File: config.mk
export PLATFORM = sky130hd
export DESIGN_NAME = seq_subtractor
export DESIGN_NICKNAME = d
export VERILOG_FILES = /design/src/rtl/seq_subtractor.sv
export SDC_FILE = /design/constraint.sdc
export NUM_CORES = 1
export LEC_CHECK = 0
export CORE_MARGIN = 3
export CORE_UTILIZATION = 41
export DETAILED_ROUTE_END_ITERATION = 6
export GPL_TIMING_DRIVEN = 0
export PLACE_DENSITY_LB_ADDON = 0.3
export SYNTH_ARGS = -nofsm -noshare
export SYNTH_HDL_FRONTEND = slang
export SYNTH_SLANG_ARGS = --single-unit
File: constraint.sdc
create_clock -name clk -period 7.99 [get_ports clk]
set_input_delay 1.1985 -clock clk [delete_from_list [all_inputs] [get_ports clk]]
set_output_delay 1.1985 -clock clk [all_outputs]
set_load 0.01 [all_outputs]
File: src/rtl/seq_subtractor.sv
// Chunk-serial two's-complement subtractor: Diff = A - B - Bin, CHUNK bits per cycle.
// Optional saturation on signed overflow when SEQ_SUBTRACTOR_SAT_EN is defined.
module seq_subtractor #(
  parameter int unsigned WIDTH = 20,
  parameter int unsigned CHUNK = 4
) (
  input  logic             clk,
  input  logic             rst,
  input  logic             flush,
  input  logic             in_valid,
  output logic             in_ready,
  input  logic [WIDTH-1:0] A,
  input  logic [WIDTH-1:0] B,
  input  logic             Bin,
  output logic             out_valid,
  input  logic             out_ready,
  output logic [WIDTH-1:0] Diff,
  output logic             Bout,
  output logic             zero,
  output logic             neg,
  output logic             ovf
);

  localparam int unsigned NCHUNK = WIDTH / CHUNK;
  localparam int unsigned CW     = (NCHUNK > 1) ? $clog2(NCHUNK) : 1;

  if ((WIDTH < 2) || (WIDTH % CHUNK != 0)) begin : g_bad_cfg
    $error("seq_subtractor: WIDTH must be >= 2 and a multiple of CHUNK");
  end

  typedef enum logic [1:0] {StIdle, StRun, StDone} state_e;

  state_e           state_q;
  logic [WIDTH-1:0] a_q, b_q, sh_q;
  logic             am_q, bm_q, brw_q;
  logic [CW-1:0]    cnt_q;

  logic [CHUNK:0]   chunk;
  logic [WIDTH-1:0] diff_next, fin;
  logic             raw_ovf, last;

  // Operands shift right each cycle; result chunks enter the shadow from the top.
  always_comb begin
    chunk     = {1'b0, a_q[CHUNK-1:0]} - {1'b0, b_q[CHUNK-1:0]} - (CHUNK+1)'(brw_q);
    diff_next = (sh_q >> CHUNK) | (WIDTH'(chunk[CHUNK-1:0]) << (WIDTH - CHUNK));
    raw_ovf   = (am_q ^ bm_q) & (am_q ^ diff_next[WIDTH-1]);
    last      = (cnt_q == CW'(NCHUNK - 1));
`ifdef SEQ_SUBTRACTOR_SAT_EN
    if (raw_ovf) fin = am_q ? {1'b1, {(WIDTH-1){1'b0}}} : {1'b0, {(WIDTH-1){1'b1}}};
    else         fin = diff_next;
`else
    fin = diff_next;
`endif
  end

  always_ff @(posedge clk or posedge rst) begin
    if (rst) begin
      state_q   <= StIdle;
      in_ready  <= 1'b1;
      out_valid <= 1'b0;
      Diff      <= '0;
      Bout      <= 1'b0;
      zero      <= 1'b0;
      neg       <= 1'b0;
      ovf       <= 1'b0;
      a_q       <= '0;
      b_q       <= '0;
      sh_q      <= '0;
      am_q      <= 1'b0;
      bm_q      <= 1'b0;
      brw_q     <= 1'b0;
      cnt_q     <= '0;
    end else if (flush) begin
      // Results of the last completed operation stay visible.
      state_q   <= StIdle;
      in_ready  <= 1'b1;
      out_valid <= 1'b0;
    end else begin
      unique case (state_q)
        StIdle: begin
          if (in_valid && in_ready) begin
            a_q      <= A;
            b_q      <= B;
            am_q     <= A[WIDTH-1];
            bm_q     <= B[WIDTH-1];
            brw_q    <= Bin;
            cnt_q    <= '0;
            in_ready <= 1'b0;
            state_q  <= StRun;
          end
        end
        StRun: begin
          a_q   <= a_q >> CHUNK;
          b_q   <= b_q >> CHUNK;
          sh_q  <= diff_next;
          brw_q <= chunk[CHUNK];
          cnt_q <= last ? '0 : cnt_q + 1'b1;
          if (last) begin
            Diff      <= fin;
            Bout      <= chunk[CHUNK];
            zero      <= (fin == '0);
            neg       <= fin[WIDTH-1];
            ovf       <= raw_ovf;
            out_valid <= 1'b1;
            state_q   <= StDone;
          end
        end
        StDone: begin
          if (out_ready) begin
            out_valid <= 1'b0;
            in_ready  <= 1'b1;
            state_q   <= StIdle;
          end
        end
        default: state_q <= StIdle;
      endcase
    end
  end

endmodule

[Word level (Yosys, flattened, before mapping)]
Cells that the tools add are included.
Word-level totals
  bits of input ports: 46
  register bits: 94
  word-level logic and storage cells: 65
  output and inout bits: 26
Cells by class
  mux-type cells: 22
  equality and inequality tests: 7
  bitwise gates (word level): 5
  reductions and logical operators: 13
  add/subtract/negate cells: 3
Operators by type and width (count)
  20-bit case mux with 2 select lines: 2
  20-bit two-way mux: 2
  20-bit logical NOT: 1
  16-bit by 20-bit OR with 20-bit output: 1
  3-bit AND reduction: 6
  3-bit inequality test (second input constant): 3
  2-bit two-way mux: 4
  1-bit two-way mux: 7
  3-bit two-way mux: 2
  1-bit case mux with 2 select lines: 3
  2-bit case mux with 3 select lines: 1
  3-bit case mux with 2 select lines: 1
  3-bit nonzero test: 2
  4-bit by 4-bit subtractor with 5-bit output: 1
  5-bit by 1-bit subtractor with 5-bit output: 1
  3-bit by 1-bit adder with 3-bit output (second input constant): 1
  3-bit equality test (second input constant): 1
  2-bit by 1-bit equality test with 1-bit output (second input constant): 1
  2-bit equality test (second input constant): 1
  2-bit logical NOT: 1
  2-bit inequality test (second input constant): 1
  2-bit AND reduction: 1
  2-bit nonzero test: 1
  1-bit bitwise XOR: 2
  other kinds (3): 3

[Longest topological paths before layout]
  depth after elaboration: 5
  mapped depth: 8
  gate-level depth less buffers: 8

[Worst setup path before layout]
No wires, ideal clock.
  path kind: input -> register
  from: input port in_valid
  to: register bm_q
  data arrival time: 2.192 ns
  setup slack: 5.673 ns
  buffers on the path: 1
  data required time: 7.865 ns
  library setup time: 0.125 ns
  stages: 5
  cells stage by stage: a21oi_1 -> or3_1 -> clkbuf_1 -> nor2_1 -> mux2_2
Between the ends
  cells in the longest elaborated chain, start to end: 2
RTL lines
  from (decl): RTL line 10  | input logic in_valid,
  1-bit logical AND: RTL line 81  | if (in_valid && in_ready) begin
  3-bit AND reduction (no line)
  to (signal assigned): RTL line 85  | bm_q <= B[WIDTH-1];
  to (decl): RTL line 35  | logic am_q, bm_q, brw_q;
No other way between the ends.
A chain may end at the register's enable or synchronous reset.

[Worst setup path in the final report]
  from: input port flush
  to: register a_q[5]
Between the ends
  cells in the longest elaborated chain, start to end: 2
RTL lines
  from (decl): RTL line 9  | input logic flush,
  1-bit NOT (no line)
  3-bit AND reduction (no line)
  to (signal assigned): RTL line 93  | a_q <= a_q >> CHUNK;
  to (decl): RTL line 34  | logic [WIDTH-1:0] a_q, b_q, sh_q;
No other way between the ends.

==> flow_summary_export.csv <==
group,metric,value,unit
status,outcome,"finished clean",
sta,drv_slew,0,
logic_synthesis,synth_commonest_cells,"nand2_1 (152), dfrtp_1 (88), o21ai_0 (51)",
layout,diodes,0,
logic_synthesis,syn-num-nets,472,
sta,rsz0062_at_grt,"no",
floorplan,pin_count,72,
sta,setup_viol_count_final,0,
setup_path,cp.arrival,2.94,ns
power,power_per_cell_area,331,nW/um2
logic_synthesis,synth_area_leaders,"dfrtp_1 (55%), nand2_1 (14%), mux2i_1 (8.0%)",
setup_path,start_kind,"input port",
logic_synthesis,async_flop_share,100,%
floorplan,die_h,105,um
grt,overflow,0,
layout,drive_above_1_share,7.31,%
layout,syn_to_final_growth,27.0,%
logic_synthesis,synth_cells,418,
setup_path,r2r_cells,8,
setup_path,r2r-end,"zero",
power,finalPower,1.68,mW
setup_path,rr_startpoint,"brw_q",
clocking,clkTransAtPathRegs,0.09,ns
clocking,cts.htree.levels,3,
hold_path,hold_depth,2,
sta,tightest_slew,0.582,ns
route,vias,3111,
sta,fin_ws,5.27,ns
route,met1Wirelength,4.04,mm
sta,period_minus_slack,2.72,ns
grt,grt_antenna_before_repair,0,
logic_synthesis,synth_edf_count,0,
clocking,cts_resized,0,
clocking,cts_hold_buf,0,
sta,fin_worst_skew,0.0111,ns
logic_synthesis,synth_top_area_share,55.1,%
clocking,cts_root_buffer,"clkbuf_8",
place,io_buffers,71,
power,ir_drop,0.117,mV
sta,hold_viol_final,0,
place,dp_hpwl,6.33,mm
layout,finish.utilization,54.2,%
logic_synthesis,ys_ff_latch,89,
clocking,cts_tree,"done",
logic_synthesis,ys_warn_count,0,
hold_path,min_from,"Diff[0]",
grt,grt_use_total,16.4,%
clocking,cts_buffer_depth,2,
route,highest_layer,"met4",
sta,period_share,34.0,%
logic_synthesis,yosysMostFrequentCell,"nand2_1",
route,wl_per_cell,13.4,um
setup_path,crit_type,"in2reg",
logic_synthesis,synth_area,4000,um2
route,first_pass_iters,4,
clocking,post_cts_buffers,0,
hold_path,hold_path.class,"reg2reg",
power,leakage,2.41,nW
setup_path,ff2ff_setup_slack,5.62,ns
floorplan,initial_core_util,42.7,%
logic_synthesis,seq_area_frac_synth,55.7,%
route,routed_wl,8.51,mm
floorplan,dieArea,11000,um2
sta,slew_headroom,61.2,%
floorplan,dieWidth,105,um
logic_synthesis,avgSynthCellArea,9.57,um2
grt,grt_pass1_vias,3138,
setup_path,cp_max_fo,10,
sta,tns,0,ns
place,dp_slack,4.88,ns
floorplan,rows,35,
route,antenna_left,0,
logic_synthesis,ys_types,40,
layout,nets,555,
logic_synthesis,ys.flop_type,"dfrtp_1",
place,placed_cell_area,4900,um2
clocking,clock_sinks,89,
layout,finalInstanceArea,5080,um2
route,route.detailed.drc,0,
grt,grt_pass1_wl,14.8,mm
floorplan,core_area,9370,um2
place,place.gp.congestion,0.788,
route,drt_iter0_markers,68,
route,drt-vias-per-instance,4.90,
run,cap_viol_max_count,0,
setup_path,critical_path_required,8.22,ns
hold_path,min_to,"Diff[0]",
setup_path,worst_setup_path_end_kind,"flop",
route,wl_met3,341,um
logic_synthesis,synth_top_area_cell,"dfrtp_1",
grt,grt_max_degree,63,
sta,max_freq,368,MHz
clocking,cts_made_buffers,9,
route,wl_met2,4.01,mm
clocking,clock_latency,0.36,ns
-- worst max-delay path, cell delays in order --
cell             delay (ns)
clkdlybuf4s50_1        0.56
or3_1                  0.40
clkbuf_1               0.19
buf_2                  0.23
buf_2                  0.21
nand2_1                0.08
o21ai_0                0.07
-- worst max-delay path by stage --
stage / end / startpoint / cells after the start / slack [ns]
after floorplan: Bout / rst / 1 / 4.49
after global placement: b_q[14] / rst / 2 / 3.16
after detailed placement: a_q[14] / flush / 7 / 4.88
after CTS: a_q[1] / flush / 7 / 5.28
after global routing: a_q[14] / flush / 7 / 5.13
final: a_q[5] / flush / 7 / 5.27
-- cell usage in the layout (no fill, tap or decap), types with 2 or more instances in the layout --
master,count
clkdlybuf4s50_1,71
nand2_1,152
clkinv_4,2
buf_4,2
o21ai_0,51
mux2i_1,32
nand4_1,2
clkbuf_1,11
clkbuf_8,9
and2_0,2
a21oi_1,5
ha_1,6
buf_2,10
nor4_1,3
inv_1,12
nor2_1,6
clkinv_2,2
nand2b_1,4
or3_1,2
or3b_1,3
nor2b_1,3
fa_1,2
dfrtp_1,88
-- state kept, by name (all words and copies together) (netlist names) --
register   count
bm_q           1
in_ready       1
brw_q          1
out_valid      1
zero           1
b_q           20
Diff          20
am_q           1
Bout           1
state_q        2
a_q           20
sh_q          16
cnt_q          3
ovf            1
-- routing by layer --
metal,global-route usage (%),up-vias
met5,0,-
met4,5.34,0
met3,3.46,14
met2,26.1,75
met1,22.6,1491
li1,-,1531
-- through the flow --
stage / std cells / hold slack, ns
finish: 635 / 0.477
global route: 635 / 0.509
CTS: 635 / 0.485
detailed placement: 619 / 0.462
global placement: 618 / 0.457
floorplan: 418 / 0.449
-- final cells by class --
type | instances | area [um2]
Buffer | 24 | 118
Clock buffer | 9 | 124
Clock inverter | 7 | 55.1
Fill cell | 901 | 4290
Inverter | 13 | 51.3
Multi-Input combinational cell | 292 | 1610
Sequential cell | 89 | 2230
Tap cell | 129 | 161
Timing Repair Buffer | 72 | 738
-- power breakdown --
part           switching (mW)  internal (mW)  total [mW]  leakage [nW]
logic                   0.345          0.298       0.643          1.16
registers               0.123          0.629       0.752          1.15
clock network           0.169          0.116       0.285        0.0915
total                   0.637           1.04        1.68          2.41
-- kinds of logic after synthesis --
kind of cell	after synthesis	synth area share (%)
buf+inv	37	4.16
simple gates	186	20.2
mux	33	8.29
xor+xnor	2	0.438
compound gates	63	8.35
flops	89	55.7
fa+ha+maj	8	2.88
Note: power is estimated with default switching activity, not from simulation.
